[config.mk]
export PLATFORM = sky130hd
export DESIGN_NAME = gbt_link_init_fsm
export DESIGN_NICKNAME = d
export VERILOG_FILES = /design/src/rtl/gbt_link_init_fsm.sv
export SDC_FILE = /design/constraint.sdc
export NUM_CORES = 1
export LEC_CHECK = 0
export CORE_ASPECT_RATIO = 1.5
export CORE_MARGIN = 2
export CORE_UTILIZATION = 63
export DETAILED_ROUTE_END_ITERATION = 6
export PLACE_DENSITY_LB_ADDON = 0.12
export SKIP_LAST_GASP = 1
export SLEW_MARGIN = 20
export SYNTH_ARGS = -nofsm -noshare
export SYNTH_HDL_FRONTEND = slang
export SYNTH_SLANG_ARGS = --single-unit
export TNS_END_PERCENT = 1
[constraint.sdc]
create_clock -name CLK -period 6.65 [get_ports CLK]
set_clock_uncertainty 0.05 [all_clocks]
set_input_delay 1.33 -clock CLK [delete_from_list [all_inputs] [get_ports CLK]]
set_output_delay 1.33 -clock CLK [all_outputs]
set_load 0.03 [all_outputs]
[src/rtl/gbt_link_init_fsm.sv]
// GBT link bring-up sequencer: steps the GTX and GBT TX/RX resets against QPLL lock,
// transceiver reset-done flags and header lock, with timeouts, bounded retries and a sticky error.
module gbt_link_init_fsm #(
  parameter int unsigned RST_LEN   = 16,
  parameter logic [19:0] LOCK_TMO  = 20'hFFFFF,
  parameter int unsigned MAX_RETRY = 8,
  parameter int unsigned LOSS_FILT = 4
) (
  input  logic       CLK,
  input  logic       RST,
  input  logic       RUN,
  input  logic       QPLL_LOCK,
  input  logic       TX_RST_DONE,
  input  logic       RX_RST_DONE,
  input  logic       RX_HDR_LOCKED,
  output logic       GTX_TX_RST,
  output logic       GTX_RX_RST,
  output logic       GBT_TX_RST,
  output logic       GBT_RX_RST,
  output logic       LINK_READY,
  output logic       ERR,
  output logic [7:0] RETRY_CNT
);

  typedef enum logic [3:0] {
    S_IDLE,
    S_W4QPLL,
    S_TXRST,
    S_W4TXDONE,
    S_RXRST,
    S_W4RXDONE,
    S_W4LOCK,
    S_READY,
    S_FAIL
  } state_t;

  localparam logic [19:0] RST_END   = 20'(RST_LEN - 1);
  localparam logic [7:0]  RETRY_LIM = 8'(MAX_RETRY);
  localparam logic [7:0]  LOSS_END  = 8'(LOSS_FILT);

  state_t      state;
  state_t      state_nxt;
  logic [19:0] timer;
  logic [7:0]  cons_cnt;
  logic [7:0]  cons_nxt;
  logic [7:0]  loss_cnt;
  logic        retry;
  logic        loss_retry;
  logic [4:0]  rst_vec;

  // NOTE: every signal written here gets a default first, so no path leaves it unassigned (no latch).
  always_comb begin
    state_nxt  = state;
    retry      = 1'b0;
    loss_retry = 1'b0;

    if (state == S_FAIL) begin
      state_nxt = S_FAIL;
    end else if (!RUN) begin
      state_nxt = S_IDLE;
    end else if (!QPLL_LOCK && state != S_IDLE && state != S_W4QPLL) begin
      state_nxt = S_W4QPLL;
    end else begin
      unique case (state)
        S_IDLE:     state_nxt = S_W4QPLL;
        S_W4QPLL:   if (QPLL_LOCK) state_nxt = S_TXRST;
        S_TXRST:    if (timer == RST_END) state_nxt = S_W4TXDONE;
        S_W4TXDONE: begin
          if (TX_RST_DONE) begin
            state_nxt = S_RXRST;
          end else if (timer == LOCK_TMO) begin
            state_nxt = S_TXRST;
            retry     = 1'b1;
          end
        end
        S_RXRST:    if (timer == RST_END) state_nxt = S_W4RXDONE;
        S_W4RXDONE: begin
          if (RX_RST_DONE) begin
            state_nxt = S_W4LOCK;
          end else if (timer == LOCK_TMO) begin
            state_nxt = S_RXRST;
            retry     = 1'b1;
          end
        end
        S_W4LOCK: begin
          if (RX_HDR_LOCKED) begin
            state_nxt = S_READY;
          end else if (timer == LOCK_TMO) begin
            state_nxt = S_RXRST;
            retry     = 1'b1;
          end
        end
        S_READY: begin
          if (loss_cnt == LOSS_END) begin
            state_nxt  = S_RXRST;
            retry      = 1'b1;
            loss_retry = 1'b1;
          end
        end
        default:    state_nxt = S_IDLE;
      endcase
    end

    // A link loss opens a fresh run of consecutive failures.
    cons_nxt = loss_retry ? 8'd1 : cons_cnt + 8'd1;
    if (retry && cons_nxt == RETRY_LIM) state_nxt = S_FAIL;
  end

  // Outputs are decoded from the next state so they are registered alongside it.
  always_comb begin
    rst_vec = 5'b11110;
    case (state_nxt)
      S_W4TXDONE: rst_vec = 5'b01110;
      S_RXRST:    rst_vec = 5'b01010;
      S_W4RXDONE: rst_vec = 5'b00010;
      S_W4LOCK:   rst_vec = 5'b00000;
      S_READY:    rst_vec = 5'b00001;
      default:    rst_vec = 5'b11110;
    endcase
  end

  // NOTE: all state uses non-blocking assignments so every register samples pre-edge values.
  always_ff @(posedge CLK) begin
    if (RST) begin
      state      <= S_IDLE;
      timer      <= '0;
      cons_cnt   <= '0;
      loss_cnt   <= '0;
      RETRY_CNT  <= '0;
      ERR        <= 1'b0;
      {GTX_TX_RST, GTX_RX_RST, GBT_TX_RST, GBT_RX_RST, LINK_READY} <= 5'b11110;
    end else begin
      state <= state_nxt;
      timer <= (state_nxt != state) ? '0 : timer + 20'd1;

      if (retry) begin
        cons_cnt <= cons_nxt;
      end else if (state_nxt == S_READY && state != S_READY) begin
        cons_cnt <= '0;
      end

      loss_cnt <= (state == S_READY && state_nxt == S_READY && !RX_HDR_LOCKED)
                  ? loss_cnt + 8'd1 : 8'd0;

      if (retry && RETRY_CNT != 8'hFF) RETRY_CNT <= RETRY_CNT + 8'd1;
      if (state_nxt == S_FAIL) ERR <= 1'b1;

      {GTX_TX_RST, GTX_RX_RST, GBT_TX_RST, GBT_RX_RST, LINK_READY} <= rst_vec;
    end
  end

endmodule

==> results.tsv, run 1 <==
stage	metric	value	unit
finish	drive_gt1_share	8.86	%
floorplan	core_area	4500	sq um
clock_network	h-tree-depth	2	
finish	layout.area.seq	1080	sq um
synthesis	ys.warnings.count	0	
clock_network	clk_pin_slew	0.09	ns
synthesis	synth_edf_count	0	
synthesis	yosysSeqAreaShare	36.6	%
worst_setup_path	path_max_fanout	20	
detailed_routing	antenna_left	0	
sta	worst_pin_slew	0.866	ns
finish	final_nets	362	
min_path	hold_start	timer[0]	
sta	final.period_utilization	55.6	%
grt	grt_pass1_vias	2281	
clock_network	clock_sinks	54	
clock_network	clock_latency	0.30	ns
worst_setup_path	critical_path_arrival	3.86	ns
finish	multiInputGateArea	1740	sq um
pwr	ir_worst_vdd	112	uV
pwr	p_leak	1.04	nW
worst_setup_path	cpMaxStageDelayCell	clkdlybuf4s50_1	
placement	gp_congestion	0.969	
floorplan	ios	21	
finish	antenna_cells	0	
grt	grt_max_degree	22	
clock_network	hold_buffers	0	
clock_network	cts_buffers	5	
sta	finalSetupViolCount	0	
detailed_routing	viasPerCell	6.32	
synthesis	synth_ff_type	dfxtp_1	
floorplan	start_util	65.6	%
finish	area_delta_synth_final	8.34	%
synthesis	yosys.area.top_type	dfxtp_1	
clock_network	clockRootBuffer	clkbuf_8	
flow_run	drv_cap	0	
synthesis	synth_top_cell_area_share	36.6	%
sta	layout_min_cycle_time	3.70	ns
sta	setup_slack	2.95	ns
worst_setup_path	reg2reg_from	state[0]	
worst_setup_path	slowest_delay	0.60	ns
min_path	hp-class	reg -> reg	
clock_network	cts.path.max_buffers	2	
grt	grt_first_pass_wirelength	10100	um
sta	tns	0	ns
synthesis	synth_cell_type_count	70	
grt	globalRouteOverflowTotal	0	
outcome	status	finished clean	
synthesis	synth_common_cells	54 x dfxtp_1, 27 x nor3_1, 18 x nand2_1, 18 x nor2_1	
synthesis	ys_async_sr_fraction	0	%
clock_network	postCtsSetupRepairBufs	0	
detailed_routing	wire_per_inst	15.1	um
clock_network	cts_resized	0	
synthesis	yosysMostFrequentCell	dfxtp_1	
sta	drv_slew	0	
floorplan	die-height	87.9	um
synthesis	syn-num-nets	353	
worst_setup_path	endpoint_kind	register	
synthesis	syn_area_per_cell	8.67	sq um
worst_setup_path	worstPathCellList	clkdlybuf4s50_1, nand2_1, a2111oi_0, o211ai_1, a32oi_1, nand3_1, nor3_1	
floorplan	dieArea	5270	sq um
floorplan	rows	30	
placement	post-dp-hpwl	4390	um
detailed_routing	first_pass_iters	4	
clock_network	cts_tree	built	
sta	fmax	0.270	GHz
finish	n_fill_cell	365	
worst_setup_path	startpoint	QPLL_LOCK	
worst_setup_path	start_kind	input pin	
worst_setup_path	path_class	in -> reg	
synthesis	ys_ff_latch	54	
synthesis	syn_area	2960	sq um
detailed_routing	postRouteWirelength	6020	um
worst_setup_path	worstPathRequired	6.81	ns
sta	hold_violations	0	
grt	antenna_found_initial	0	
pwr	power.density	165	nW/um^2
sta	rsz0062_at_grt	false	
placement	numPortBuffers	20	
floorplan	dieWidth	59.9	um
detailed_routing	dr.first_iter.drc_count	160	
sta	slew_headroom	42.3	%
synthesis	synthesis.instances	341	
placement	preCtsSetupSlack	2.64	ns
synthesis	synthTopCellsByArea	dfxtp_1 37%, xnor2_1 5.0%, nor3_1 4.6%, xor2_1 3.9%, a21oi_1 2.9%	
detailed_routing	vias	2516	
grt	gr-usage-all-layers	24.5	%
detailed_routing	drc	0	
metrics by stage:
stage          cell area, sq um  power [mW]  hold WS, ns  util (%)  cells
4_1_cts                    3200       0.532        0.439      71.1    398
3_5_place_dp               3130       0.365        0.427      69.4    391
6_report                   3200       0.527        0.437      71.1    398
3_3_place_gp               3130       0.365        0.422      69.4    391
5_1_grt                    3200       0.548        0.470      71.1    398
2_1_floorplan              2960       0.356        0.407         -    341
sequential cells by signal, summed over array words and instances, names as in the netlist:
name,flops
GTX_TX_RST,1
GBT_TX_RST,1
RETRY_CNT,8
ERR,1
LINK_READY,1
GTX_RX_RST,1
cons_cnt,8
GBT_RX_RST,1
state,4
timer,20
loss_cnt,8
layer usage:
layer | global-route usage, % | wire length [um]
met1 | 30.1 | 2590
met2 | 42.3 | 3130
met3 | 4.14 | 220
met4 | 8.69 | 74
met5 | 0 | 0
worst max-delay path: cells and delay by family:
kind / cells / cell delay, ns
compound gates: 3 / 0.93
simple gates: 3 / 1.00
buf+inv: 1 / 0.60
path summary, 6_finish.rpt:
kind                            endpoint  depth (start not counted)  slack, ns
worst min-delay path            timer[0]                          1       0.44
worst max-delay path            timer[6]                          7       2.95
worst max register to register  timer[6]                          6       3.69
worst min register to register  timer[0]                          1       0.44
report_power, final:
| group | leakage, nW | switching, mW | internal [mW] |
|---|---|---|---|
| registers | 0.436 | 0.00344 | 0.325 |
| logic | 0.571 | 0.0189 | 0.0106 |
| clock network | 0.0383 | 0.0966 | 0.0728 |
| total | 1.04 | 0.119 | 0.408 |
kinds of logic (layout without fill, tap and decap cells):
| logic type | count (synthesis) | in the layout | synth area share [%] |
|---|---|---|---|
| XOR/XNOR | 30 | 30 | 8.89 |
| AND/OR/NAND/NOR | 154 | 154 | 30.7 |
| multiplexers | 2 | 2 | 0.719 |
| adder cells (fa/ha/maj) | 6 | 6 | 2.45 |
| AO/OA/AOI/OAI | 64 | 64 | 16.0 |
| flip-flops | 54 | 54 | 36.6 |
| buffers and inverters | 31 | 40 | 4.70 |
cells in the final DEF (no fill, tap or decap), types with 3 or more instances in the layout:
master / n
a22o_1: 3
o31a_1: 3
nand2b_1: 4
o21ai_0: 7
and3_1: 3
or2_2: 5
xnor2_1: 17
or3_1: 4
nand2_1: 18
clkbuf_8: 5
nand3_1: 16
a21oi_1: 17
nand4_1: 7
and2b_2: 3
nor2b_1: 5
nor3_1: 27
nor2_1: 18
clkdlybuf4s50_1: 20
a31o_2: 3
nor3b_1: 4
ha_1: 5
a31oi_1: 3
inv_1: 12
xor2_1: 13
nor4_1: 13
or4_1: 5
a21o_1: 6
dfxtp_1: 54
final cells by class:
cell class | instances | area share, %
clock buffers | 7 | 2.38
inverters | 13 | 1.52
multi-input cells | 256 | 54.2
flip-flops and latches | 54 | 33.8
well taps | 48 | 1.88
repair buffers | 20 | 6.25
(Power assumes the default switching activity.)
==> inputs of run 2 (changes only) <==
--- a/config.mk
+++ b/config.mk
@@ -7,7 +7,7 @@
 export LEC_CHECK = 0
 export CORE_ASPECT_RATIO = 1.5
 export CORE_MARGIN = 2
-export CORE_UTILIZATION = 63
+export CORE_UTILIZATION = 58
 export DETAILED_ROUTE_END_ITERATION = 6
 export PLACE_DENSITY_LB_ADDON = 0.12
 export SKIP_LAST_GASP = 1
==> constraint.sdc (replaced) <==
create_clock -name CLK -period 3.88 [get_ports CLK]
set_clock_uncertainty 0.05 [all_clocks]
set_input_delay 0.776 -clock CLK [delete_from_list [all_inputs] [get_ports CLK]]
set_output_delay 0.776 -clock CLK [all_outputs]
set_load 0.03 [all_outputs]
==> run 2 against run 1 <==
Worst hold slack improved by 0.021 ns. Flip-flop and latch count stayed put. Global-route usage decreased by 0.29 points. Die area grew 8.1%. Sequential power grew 72%. Routed wire length up 5.7%. Largest power group unchanged.
==> results.tsv, run 2 (synthesized netlist as in run 1, its figures left out) <==
stage	metric	value	unit
detailed_routing	first_pass_iters	4	
clock_network	clock_sinks	54	
placement	numPortBuffers	20	
clock_network	clock_latency	0.31	ns
finish	final_util	67.2	%
worst_setup_path	path_max_fanout	10	
min_path	hp-class	reg -> reg	
floorplan	ios	21	
sta	finalSetupViolCount	0	
sta	rsz0062_at_grt	false	
flow_run	drv_cap	0	
pwr	switching_share	23.1	%
floorplan	dieWidth	62.3	um
grt	antenna_found_initial	0	
grt	grt_pass1_vias	2520	
sta	final.period_utilization	73.2	%
finish	largest_reg_flops	20	
finish	layout_commonest_cell	dfxtp_1	
finish	antenna_cells	0	
pwr	switching_power	0.233	mW
worst_setup_path	start_kind	input pin	
floorplan	dieArea	5700	sq um
finish	top_register	timer	
clock_network	cts.path.max_buffers	2	
detailed_routing	vias	2540	
finish	final_nets	364	
clock_network	hold_buffers	0	
detailed_routing	wire_per_inst	15.2	um
clock_network	clk_pin_slew	0.10	ns
clock_network	h-tree-depth	2	
sta	layout_min_cycle_time	2.84	ns
worst_setup_path	cp_top_family	compound AO/OA/AOI/OAI gates	
detailed_routing	antenna_left	0	
sta	hold_violations	0	
worst_setup_path	critical_path_arrival	3.05	ns
sta	drv_slew	0	
worst_setup_path	path_class	in -> reg	
grt	grt_max_degree	22	
pwr	ir_worst_vdd	331	uV
worst_setup_path	worstPathCellList	clkdlybuf4s50_1, and4b_1, a311oi_1, nor3_1, nor2_1, a21oi_1, o31a_1	
pwr	finalPower	1.01	mW
sta	worst_pin_slew	0.875	ns
detailed_routing	dr.first_iter.drc_count	107	
floorplan	start_util	60.5	%
floorplan	die-height	91.4	um
pwr	p_leak	1.07	nW
finish	drive_gt1_share	10.2	%
detailed_routing	viasPerCell	6.06	
clock_network	cts_buffers	5	
worst_setup_path	slowest_delay	0.71	ns
pwr	seqPwrFrac	55.9	%
pwr	combPwrFrac	5.3	%
pwr	internal-power	0.774	mW
sta	fmax	0.352	GHz
finish	area_delta_synth_final	11.0	%
pwr	p_clk_share	38.8	%
floorplan	core_area	4890	sq um
grt	gr-usage-all-layers	24.2	%
pwr	power.density	307	nW/um^2
placement	post-dp-hpwl	4600	um
floorplan	rows	31	
worst_setup_path	worst-path-buf-inv	1	
sta	slew_headroom	41.7	%
detailed_routing	postRouteWirelength	6360	um
worst_setup_path	endpoint_kind	register	
clock_network	cts_tree	built	
outcome	status	finished clean	
grt	globalRouteOverflowTotal	0	
sta	tns	0	ns
clock_network	cts_resized	0	
worst_setup_path	worstPathRequired	4.08	ns
clock_network	postCtsSetupRepairBufs	0	
finish	most-common-layout-cells	54 x dfxtp_1, 27 x nor3_1, 20 x clkdlybuf4s50_1	
detailed_routing	drc	0	
placement	gp_congestion	0.850	
worst_setup_path	cpMaxStageDelayCell	a21oi_1	
grt	grt_first_pass_wirelength	11300	um
clock_network	clockRootBuffer	clkbuf_8	
[run 2: changes by cell type in the layout (fill, tap and decap cells not counted), sizes merged]
cell	delta
bufinv	+1
clkinvlp	+1
inv	+1
buf	+2
clkbuf	-2
[run 2: power by group through the flow]
stage	combinational (mW)	clock (mW)	sequential (mW)
6_report	0.0534	0.391	0.563
5_1_grt	0.0593	0.417	0.564
4_1_cts	0.0534	0.404	0.563
3_5_place_dp	0.0531	0	0.576
3_3_place_gp	0.0524	0	0.576
2_1_floorplan	0.0392	0	0.572
[run 2: metal layers]
layer / vias up / global-route usage (%) / wire [um]
met1: 1185 / 25.9 / 2550
met2: 63 / 46.1 / 3400
met5: - / 0 / 0
met4: 0 / 10.9 / 187
li1: 1274 / - / -
met3: 18 / 3.72 / 219
[run 2: worst paths after layout]
path / from / end / slack (ns) / cells past startpoint
worst max-delay path: TX_RST_DONE / GTX_TX_RST / 1.04 / 7
worst min-delay path: RETRY_CNT[5] / RETRY_CNT[5] / 0.46 / 2
worst max register to register: state[0] / GTX_TX_RST / 1.07 / 6
worst min register to register: RETRY_CNT[5] / RETRY_CNT[5] / 0.46 / 2
[run 2: area by class of cell]
cell class,instances,area (sq um)
multi-input cells,256,1740
fillers,436,1610
flip-flops and latches,54,1080
repair buffers,22,215
well taps,66,82.6
clock buffers,5,68.8
clock inverters,3,48.8
inverters,13,48.8
[run 2: worst reg2reg max path, stage by stage (launching register included)]
cell      delay [ns]
dfxtp_1         0.71
and4bb_2        0.34
and2_1          0.19
nor3_1          0.43
nor2_1          0.09
a21oi_1         0.71
o31a_1          0.23
[run 2: stage by stage]
| step | instances | worst slack (ns) | cell area (sq um) | hold slack [ns] |
|---|---|---|---|---|
| after detailed placement | 411 | 0.765 | 3160 | 0.439 |
| after floorplan | 341 | 1.43 | 2960 | 0.407 |
| after global placement | 411 | 0.767 | 3160 | 0.420 |
| after global routing | 419 | 0.815 | 3280 | 0.497 |
| final | 419 | 1.04 | 3280 | 0.457 |
| after CTS | 419 | 1.09 | 3280 | 0.461 |
